$ cat src/rtl/axi4_lite_regfile_if.sv
// AXI4-Lite bus bundle between an interconnect master and the register bank.
interface axi4_lite_regfile_if #(
    parameter int unsigned ADDR_W = 32,
    parameter int unsigned DATA_W = 32
);
    localparam int unsigned STRB_W = DATA_W / 8;

    logic              AWVALID;
    logic              AWREADY;
    logic [ADDR_W-1:0] AWADDR;
    logic              WVALID;
    logic              WREADY;
    logic [DATA_W-1:0] WDATA;
    logic [STRB_W-1:0] WSTRB;
    logic              BVALID;
    logic              BREADY;
    logic [1:0]        BRESP;
    logic              ARVALID;
    logic              ARREADY;
    logic [ADDR_W-1:0] ARADDR;
    logic              RVALID;
    logic              RREADY;
    logic [DATA_W-1:0] RDATA;
    logic [1:0]        RRESP;

    modport master (
        output AWVALID, AWADDR, WVALID, WDATA, WSTRB, BREADY, ARVALID, ARADDR, RREADY,
        input  AWREADY, WREADY, BVALID, BRESP, ARREADY, RVALID, RDATA, RRESP
    );

    modport slave (
        input  AWVALID, AWADDR, WVALID, WDATA, WSTRB, BREADY, ARVALID, ARADDR, RREADY,
        output AWREADY, WREADY, BVALID, BRESP, ARREADY, RVALID, RDATA, RRESP
    );
endinterface

$ cat src/rtl/axi4_lite_regfile.sv
// AXI4-Lite slave register bank: REG_COUNT words, byte-strobe writes,
// per-register read-only selection, OKAY/SLVERR/DECERR responses.
// Write and read channels run independent FSMs; AW and W may arrive in any order.
module axi4_lite_regfile #(
    parameter int unsigned          ADDR_W    = 32,
    parameter int unsigned          DATA_W    = 32,
    parameter int unsigned          REG_COUNT = 16,
    parameter logic [REG_COUNT-1:0] RO_MASK   = '0
) (
    input  logic                        ACLK,
    input  logic                        ARESET,
    axi4_lite_regfile_if.slave          axi,
    output logic [REG_COUNT*DATA_W-1:0] regs_out,
    input  logic [REG_COUNT*DATA_W-1:0] regs_in,
    output logic [REG_COUNT-1:0]        wr_pulse
);
    localparam int unsigned STRB_W  = DATA_W / 8;
    localparam int unsigned LSB     = $clog2(STRB_W);
    localparam int unsigned IDX_W   = (REG_COUNT > 1) ? $clog2(REG_COUNT) : 1;
    localparam int unsigned UPPER_W = ADDR_W - LSB;

    localparam logic [1:0] RESP_OKAY   = 2'b00;
    localparam logic [1:0] RESP_SLVERR = 2'b10;
    localparam logic [1:0] RESP_DECERR = 2'b11;

    typedef enum logic [1:0] {
        W_COLLECT,
        W_EXEC,
        W_RESP
    } wstate_t;

    typedef enum logic [1:0] {
        R_IDLE,
        R_EXEC,
        R_RESP
    } rstate_t;

    wstate_t w_state;
    rstate_t r_state;

    // Only the word-addressing bits are captured; byte-offset bits are ignored.
    logic                        aw_held;
    logic                        w_held;
    logic [UPPER_W-1:0]          aw_addr_q;
    logic [DATA_W-1:0]           w_data_q;
    logic [STRB_W-1:0]           w_strb_q;
    logic [UPPER_W-1:0]          ar_addr_q;
    logic [REG_COUNT*DATA_W-1:0] regs_q;

    logic             aw_hs_c;
    logic             w_hs_c;
    logic             ar_hs_c;
    logic [IDX_W-1:0] aw_idx_c;
    logic [IDX_W-1:0] ar_idx_c;
    logic             aw_ok_c;
    logic             ar_ok_c;
    logic             unused_addr_lsbs;

    // Word index must be below REG_COUNT and no address bit above the index may be set.
    function automatic logic addr_in_range(input logic [UPPER_W-1:0] a);
        return ((a >> IDX_W) == '0) && (32'(a[IDX_W-1:0]) < REG_COUNT);
    endfunction

    assign aw_hs_c  = axi.AWVALID && axi.AWREADY;
    assign w_hs_c   = axi.WVALID && axi.WREADY;
    assign ar_hs_c  = axi.ARVALID && axi.ARREADY;
    assign aw_idx_c = aw_addr_q[IDX_W-1:0];
    assign ar_idx_c = ar_addr_q[IDX_W-1:0];
    assign aw_ok_c  = addr_in_range(aw_addr_q);
    assign ar_ok_c  = addr_in_range(ar_addr_q);
    assign regs_out = regs_q;

    assign unused_addr_lsbs = ^{axi.AWADDR[LSB-1:0], axi.ARADDR[LSB-1:0]};

    // Write channel: collect AW and W in any order, execute once, hold B until accepted.
    always_ff @(posedge ACLK or posedge ARESET) begin
        if (ARESET) begin
            w_state     <= W_COLLECT;
            aw_held     <= 1'b0;
            w_held      <= 1'b0;
            aw_addr_q   <= '0;
            w_data_q    <= '0;
            w_strb_q    <= '0;
            regs_q      <= '0;
            wr_pulse    <= '0;
            axi.AWREADY <= 1'b0;
            axi.WREADY  <= 1'b0;
            axi.BVALID  <= 1'b0;
            axi.BRESP   <= RESP_OKAY;
        end else begin
            wr_pulse <= '0;
            case (w_state)
                W_COLLECT: begin
                    if (aw_hs_c) begin
                        aw_addr_q <= axi.AWADDR[ADDR_W-1:LSB];
                        aw_held   <= 1'b1;
                    end
                    if (w_hs_c) begin
                        w_data_q <= axi.WDATA;
                        w_strb_q <= axi.WSTRB;
                        w_held   <= 1'b1;
                    end
                    if ((aw_held || aw_hs_c) && (w_held || w_hs_c)) begin
                        axi.AWREADY <= 1'b0;
                        axi.WREADY  <= 1'b0;
                        w_state     <= W_EXEC;
                    end else begin
                        axi.AWREADY <= !(aw_held || aw_hs_c);
                        axi.WREADY  <= !(w_held || w_hs_c);
                    end
                end
                W_EXEC: begin
                    aw_held <= 1'b0;
                    w_held  <= 1'b0;
                    if (!aw_ok_c) begin
                        axi.BRESP <= RESP_DECERR;
                    end else if (RO_MASK[aw_idx_c]) begin
                        axi.BRESP <= RESP_SLVERR;
                    end else begin
                        for (int b = 0; b < STRB_W; b++) begin
                            if (w_strb_q[b]) begin
                                regs_q[32'(aw_idx_c) * DATA_W + 32'(b) * 8 +: 8] <= w_data_q[b*8 +: 8];
                            end
                        end
                        wr_pulse[aw_idx_c] <= 1'b1;
                        axi.BRESP          <= RESP_OKAY;
                    end
                    w_state <= W_RESP;
                end
                W_RESP: begin
                    if (!axi.BVALID) begin
                        axi.BVALID <= 1'b1;
                    end else if (axi.BREADY) begin
                        axi.BVALID <= 1'b0;
                        w_state    <= W_COLLECT;
                    end
                end
                default: begin
                    w_state <= W_COLLECT;
                end
            endcase
        end
    end

    // Read channel: accept one address, sample the bank, hold R until accepted.
    always_ff @(posedge ACLK or posedge ARESET) begin
        if (ARESET) begin
            r_state     <= R_IDLE;
            ar_addr_q   <= '0;
            axi.ARREADY <= 1'b0;
            axi.RVALID  <= 1'b0;
            axi.RDATA   <= '0;
            axi.RRESP   <= RESP_OKAY;
        end else begin
            case (r_state)
                R_IDLE: begin
                    if (ar_hs_c) begin
                        ar_addr_q   <= axi.ARADDR[ADDR_W-1:LSB];
                        axi.ARREADY <= 1'b0;
                        r_state     <= R_EXEC;
                    end else begin
                        axi.ARREADY <= 1'b1;
                    end
                end
                R_EXEC: begin
                    // Samples regs_q before any same-cycle write lands.
                    if (!ar_ok_c) begin
                        axi.RDATA <= '0;
                        axi.RRESP <= RESP_DECERR;
                    end else if (RO_MASK[ar_idx_c]) begin
                        axi.RDATA <= regs_in[32'(ar_idx_c) * DATA_W +: DATA_W];
                        axi.RRESP <= RESP_OKAY;
                    end else begin
                        axi.RDATA <= regs_q[32'(ar_idx_c) * DATA_W +: DATA_W];
                        axi.RRESP <= RESP_OKAY;
                    end
                    r_state <= R_RESP;
                end
                R_RESP: begin
                    if (!axi.RVALID) begin
                        axi.RVALID <= 1'b1;
                    end else if (axi.RREADY) begin
                        axi.RVALID <= 1'b0;
                        r_state    <= R_IDLE;
                    end
                end
                default: begin
                    r_state <= R_IDLE;
                end
            endcase
        end
    end
endmodule

$ cat src/flat_wrapper.sv
// flat-port wrapper written by rule: the top's interface ports become plain ports
module axi4_lite_regfile_flat 
#(
    parameter int unsigned          ADDR_W    = 32,
    parameter int unsigned          DATA_W    = 32,
    parameter int unsigned          REG_COUNT = 16,
    parameter logic [REG_COUNT-1:0] RO_MASK   = '0
)
  (ACLK, ARESET, regs_out, regs_in, wr_pulse, axi_AWVALID, axi_AWADDR, axi_WVALID, axi_WDATA, axi_WSTRB, axi_BREADY, axi_ARVALID, axi_ARADDR, axi_RREADY, axi_AWREADY, axi_WREADY, axi_BVALID, axi_BRESP, axi_ARREADY, axi_RVALID, axi_RDATA, axi_RRESP);
  axi4_lite_regfile_if #(.ADDR_W(ADDR_W), .DATA_W(DATA_W)) axi_i ();
  input  logic ACLK;
  input  logic ARESET;
  output logic [REG_COUNT*DATA_W-1:0] regs_out;
  input  logic [REG_COUNT*DATA_W-1:0] regs_in;
  output logic [REG_COUNT-1:0] wr_pulse;
  input wire logic [$bits(axi_i.AWVALID)-1:0] axi_AWVALID;
  input wire logic [$bits(axi_i.AWADDR)-1:0] axi_AWADDR;
  input wire logic [$bits(axi_i.WVALID)-1:0] axi_WVALID;
  input wire logic [$bits(axi_i.WDATA)-1:0] axi_WDATA;
  input wire logic [$bits(axi_i.WSTRB)-1:0] axi_WSTRB;
  input wire logic [$bits(axi_i.BREADY)-1:0] axi_BREADY;
  input wire logic [$bits(axi_i.ARVALID)-1:0] axi_ARVALID;
  input wire logic [$bits(axi_i.ARADDR)-1:0] axi_ARADDR;
  input wire logic [$bits(axi_i.RREADY)-1:0] axi_RREADY;
  output wire logic [$bits(axi_i.AWREADY)-1:0] axi_AWREADY;
  output wire logic [$bits(axi_i.WREADY)-1:0] axi_WREADY;
  output wire logic [$bits(axi_i.BVALID)-1:0] axi_BVALID;
  output wire logic [$bits(axi_i.BRESP)-1:0] axi_BRESP;
  output wire logic [$bits(axi_i.ARREADY)-1:0] axi_ARREADY;
  output wire logic [$bits(axi_i.RVALID)-1:0] axi_RVALID;
  output wire logic [$bits(axi_i.RDATA)-1:0] axi_RDATA;
  output wire logic [$bits(axi_i.RRESP)-1:0] axi_RRESP;
  assign axi_i.AWVALID = axi_AWVALID;
  assign axi_i.AWADDR = axi_AWADDR;
  assign axi_i.WVALID = axi_WVALID;
  assign axi_i.WDATA = axi_WDATA;
  assign axi_i.WSTRB = axi_WSTRB;
  assign axi_i.BREADY = axi_BREADY;
  assign axi_i.ARVALID = axi_ARVALID;
  assign axi_i.ARADDR = axi_ARADDR;
  assign axi_i.RREADY = axi_RREADY;
  assign axi_AWREADY = axi_i.AWREADY;
  assign axi_WREADY = axi_i.WREADY;
  assign axi_BVALID = axi_i.BVALID;
  assign axi_BRESP = axi_i.BRESP;
  assign axi_ARREADY = axi_i.ARREADY;
  assign axi_RVALID = axi_i.RVALID;
  assign axi_RDATA = axi_i.RDATA;
  assign axi_RRESP = axi_i.RRESP;
  axi4_lite_regfile #(.ADDR_W(ADDR_W), .DATA_W(DATA_W), .REG_COUNT(REG_COUNT), .RO_MASK(RO_MASK)) u_core (.ACLK(ACLK), .ARESET(ARESET), .axi(axi_i), .regs_out(regs_out), .regs_in(regs_in), .wr_pulse(wr_pulse));
endmodule
$ cat config.mk
export PLATFORM = sky130hd
export DESIGN_NAME = axi4_lite_regfile_flat
export DESIGN_NICKNAME = d
export VERILOG_FILES = /design/src/rtl/axi4_lite_regfile_if.sv /design/src/rtl/axi4_lite_regfile.sv /design/src/flat_wrapper.sv
export SDC_FILE = /design/constraint.sdc
export NUM_CORES = 1
export LEC_CHECK = 0
export BUFFER_PORTS_ARGS = -buffer_cell sky130_fd_sc_hd__buf_2
export CAP_MARGIN = 20
export CORE_AREA = 4 4 457 459
export CTS_CLUSTER_DIAMETER = 80
export CTS_CLUSTER_SIZE = 30
export DETAILED_ROUTE_END_ITERATION = 7
export DIE_AREA = 0 0 461 463
export HOLD_SLACK_MARGIN = 0.08
export SYNTH_ARGS = -nofsm -noshare
export SYNTH_HDL_FRONTEND = slang
export SYNTH_SLANG_ARGS = --single-unit
$ cat constraint.sdc
create_clock -name ACLK -period 60 [get_ports ACLK]
set_clock_uncertainty 0.1 [all_clocks]
set_input_delay 9 -clock ACLK [delete_from_list [all_inputs] [get_ports ACLK]]
set_output_delay 9 -clock ACLK [all_outputs]
set_load 0.1 [all_outputs]
Yosys cells after proc, flatten, opt, wreduce, memory -nomap -nowiden
Memories as Yosys holds them, arrays and structs flattened.
Index checks and enable logic that the tools add are counted.
Storage, ports and cells
  output and inout bits: 569
  input port bits: 619
  memories: 2
  word-level logic and storage cells: 123
  bits in registers: 671
  ROM bits: 32
Operators by class
  $lt $le $gt $ge: 3
  mux-type cells: 48
  shift-type cells: 10
  add/sub/neg operators: 7
  bitwise logic cells: 1
  equal/unequal tests: 12
  reductions and logical operators: 22
Memory list
  (no name shown): words 16, bits a word 1, rd ports 1, clocked after Yosys merged registers in 0, write ports 0, RTL line axi4_lite_regfile.sv:117  | end else if (RO_MASK[aw_idx_c]) begin
  (no name shown): words 16, bits a word 1, rd ports 1, clocked after Yosys merged registers in 0, write ports 0, RTL line axi4_lite_regfile.sv:170  | end else if (RO_MASK[ar_idx_c]) begin
Operator list (count)
  $mux 512: 13
  $bwmux 512: 4
  $shift 8x34->512 const A: 4
  $shiftx 8x34->512: 4
  $shiftx 512x10->32: 2
  $neg 32->34: 3
  $mux 32: 2
  $logic_not 30->1: 2
  $mux 16: 3
  $neg 9->34: 1
  $add 9x5->10 const B: 2
  $mux 2: 9
  $mux 1: 12
  $ne 2x1->1 const B: 6
  $pmux 2 s3: 2
  $add 9x4->10 const B: 1
  $lt 4x5->1 const B: 2
  $reduce_and 2->1: 5
  $reduce_and 3->1: 3
  $logic_and 1x1->1: 5
  $demux 1 s4: 1
  $eq 2x1->1 const B: 2
  $eq 2x2->1 const B: 2
  $ge 4x1->1 const B: 1
  other kinds (7): 12

Logic depth before layout (Yosys ltp)
  depth after elaboration: 19
  gate-level depth with buffers: 9
  mapped depth without buffers: 7

Least setup slack after synthesis
No wires, ideal clock.
  path kind: register -> output
  start point: reg u_core.axi.RRESP[0] (netlist name)
  end point: out axi_RRESP[1]
  slack: 49560 ps
  arrival time: 1340 ps
  stages on the path, launching flop included: 2
  buffers on the path: 1
  data required time: 50900 ps
  cells stage by stage: dfrtp_1 > buf_4
RTL lines
  end, declared: RTL line flat_wrapper.sv:32  | output wire logic [$bits(axi_i.RRESP)-1:0] axi_RRESP;

==> impl_metrics.py <==
metrics = {
    "run_status": {
        "outcome": "finished with violations",
        "violations": "DRC",
    },
    "yosys": {
        "synth_ff_type": "dfrtp_1",
        "synthTopCellsByArea": "dfrtp_1, mux2_2, nor4_4",
        "syn_avg_cell_area_um2": 14.00,
        "synth_area_um2": 31760,
        "synth_top_cells_by_count": "mux2_2, dfrtp_1, and3_1, mux2i_1, and2_1",
        "synth_most_common_cell": "mux2_2",
        "synth_edf_count": 0,
        "synth_top_area_cell": "dfrtp_1",
        "synthesis.nets": 2895,
        "ys_ff_latch": 669,
        "synth.distinct_cells": 50,
        "muxShareOfSynthArea_pct": 30.19,
        "synth_top_cell_area_share_pct": 52.71,
        "synth_top_family_by_area": "multiplexers",
        "synthCells": 2269,
        "synth_xor_area_share_pct": 0,
        "synthAdderAreaFrac_pct": 0.2757,
        "yosys.area_share.simple_pct": 11.06,
        "synth_compound_area_share_pct": 3.892,
        "ys_seq_area_share_pct": 52.71,
        "ys_warn_count": 0,
        "ys_async_sr_fraction_pct": 100.0,
    },
    "clock_tree": {
        "cts_hold_buf": 0,
        "h-tree-depth": 2,
        "cts_resized": 0,
        "cts_buffers": 51,
        "cts.sinks": 669,
        "insertion_delay_ns": 0.74,
        "cts_setup_buffers": 0,
        "cts_tree": "built",
        "path_clk_slew_ns": 0.10,
        "root_buffer": "clkbuf_16",
        "clock_path_buffers": 3,
    },
    "power": {
        "p_total_mw": 1.402,
        "vdd_drop_max_mv": 0.02555,
        "power_leakage_nw": 20.38,
        "power_density_nw_per_um2": 34.40,
    },
    "layout": {
        "fillers": 22127,
        "fin_area_um2": 40770,
        "fin_nets": 3571,
        "drive_above_1_share_pct": 55.46,
        "area_growth_pct": 28.35,
    },
    "die": {
        "rows": 166,
        "start_util_pct": 15.54,
        "die_x_um": 461,
        "core_um2": 204400,
        "die_y_um": 463,
        "die_area_um2": 213400,
        "top_level_ports": 1188,
    },
    "route": {
        "postRouteAntennaNets": 0,
        "drt-vias-per-instance": 4.222,
        "dr.pass1.iters": 8,
        "drcViolationCount": 3,
        "vias": 24008,
        "drt-initial-drc-count": 2031,
        "wl_per_cell_um": 28.28,
        "wl_mm": 160.8,
    },
    "setup_path": {
        "critical_path_required_ns": 60.51,
        "cp-end-kind": "async pin",
        "critPathMaxFanout": 182,
        "startpoint_type": "input pin",
        "worst-setup-path-type": "input pin to async pin",
        "cp.arrival_ns": 12.26,
    },
    "global_routing": {
        "grt_usage_pct": 14.54,
        "grt_pass1_vias": 24575,
        "antenna_found_initial": 20,
        "grt_pass1_wl_mm": 215.5,
        "overflow": 0,
        "grt_max_degree": 183,
    },
    "sta": {
        "setup_viol": 0,
        "tns_ns": 0,
        "hold_viol": 0,
        "fin_crit_ns": 11.75,
        "rsz0062_at_grt": "false",
        "slew_headroom_pct": 19.18,
        "finalCritPeriodShare_pct": 19.58,
        "hold_ws_ns": 0.3924,
        "fmax_mhz": 85.12,
        "slew_violations": 0,
        "max_slew.worst_pin.slew_ns": 1.212,
    },
    "worst_hold_path": {
        "hold_path_class": "flop to flop",
    },
    "place": {
        "dpl_cell_area_um2": 38640,
        "place_hpwl_mm": 120.6,
        "port-buffer-count": 671,
        "gp_congestion": 0.8932,
    },
    "flow_run": {
        "cap_violations": 0,
    },
}
-- sequential cells by signal, indices dropped and copies added, names as in the netlist, 2 cells and up --
| signal | cells |
|---|---|
| u_core.w_state | 2 |
| u_core.w_data_q | 32 |
| u_core.ar_addr_q | 30 |
| u_core.r_state | 2 |
| u_core.w_strb_q | 4 |
| u_core.regs_out | 512 |
| u_core.aw_addr_q | 30 |
| u_core.wr_pulse | 16 |
| u_core.axi.RDATA | 32 |
-- critical path, cell delays in order --
cell and delay [ns]:
buf_2 0.13, inv_8 0.50, buf_4 0.63, buf_4 0.82, buf_12 0.62
-- worst paths after layout --
| kind | to | startpoint | cells after the start | slack, ns |
|---|---|---|---|---|
| worst max register to register | u_core.regs_out[153] | u_core.aw_addr_q[1] | 8 | 54.90 |
| max in group ACLK | regs_out[59] | u_core.regs_out[59] | 1 | 49.13 |
| worst min register to register | u_core.aw_held | u_core.aw_held | 1 | 0.39 |
| worst max-delay path | u_core.regs_out[181] | ARESET | 5 | 48.25 |
| min in group asynchronous | u_core.regs_out[256] | ARESET | 2 | 8.28 |
| worst min-delay path | u_core.aw_held | u_core.aw_held | 1 | 0.39 |
-- cell families after synthesis --
logic type	after synthesis
adders and majority gates	7
muxes	827
and+or+nand+nor	446
AOI/OAI and AO/OA	177
buffers and inverters	143
DFF	669
-- power breakdown --
group | total, mW | internal, mW | switching [mW] | leakage, nW
sequential | 0.567 | 0.488 | 0.0786 | 9.11
combinational | 0.427 | 0.130 | 0.297 | 10.3
clock | 0.409 | 0.184 | 0.225 | 0.961
total | 1.40 | 0.802 | 0.600 | 20.4
-- per-stage QoR --
step	util, %	std cells	worst slack, ns
3_3_place_gp	18.91	5578	47.29
6_report	19.95	5686	48.25
2_1_floorplan	-	2269	32.15
3_5_place_dp	18.91	5578	47.18
4_1_cts	19.92	5674	47.99
5_1_grt	19.94	5679	47.86
-- final cells by class --
| cell class | instances | area, µm² | share of cell area (%) |
|---|---|---|---|
| Sequential cell | 669 | 16760 | 41.12 |
| Multi-Input combinational cell | 1457 | 14490 | 35.54 |
| Timing Repair Buffer | 752 | 4003 | 9.818 |
| Tap cell | 2688 | 3363 | 8.249 |
| Clock buffer | 57 | 1329 | 3.259 |
| Clock inverter | 39 | 735.7 | 1.805 |
| Inverter | 14 | 60.06 | 0.1473 |
| Antenna cell | 10 | 25.02 | 0.06138 |
-- routing by layer --
layer / vias to the layer above / routed length [µm] / global-route usage (%)
met5: - / 0 / 0
met4: 0 / 9432 / 7.663
met3: 287 / 13800 / 4.086
met2: 1253 / 73560 / 23.23
met1: 12572 / 63990 / 17.72
li1: 9896 / - / -
-- layout by cell type (no fill, tap or decap), drive strengths merged, types with 2 or more instances in the layout --
master	Yosys	layout
or2	2	2
nor4b	33	33
clkbuf	78	57
inv	13	32
diode	0	10
and4	2	2
a222oi	31	31
nor3	12	12
buf	51	752
nand2b	5	5
dfrtp	669	669
nand3	2	2
clkinv	1	18
o22ai	31	31
nor2b	42	42
and3	100	100
mux2	695	695
a221oi	33	33
mux2i	99	99
nand2	68	68
a21o	3	3
mux4	33	33
and2	84	84
nor2	13	13
o21ai	38	38
clkinvlp	0	3
a21oi	33	33
a211o	2	2
ha	7	7
nor4	64	64
nor3b	2	2
nand4	15	15
No activity file was read; power rests on OpenSTA's default activity.
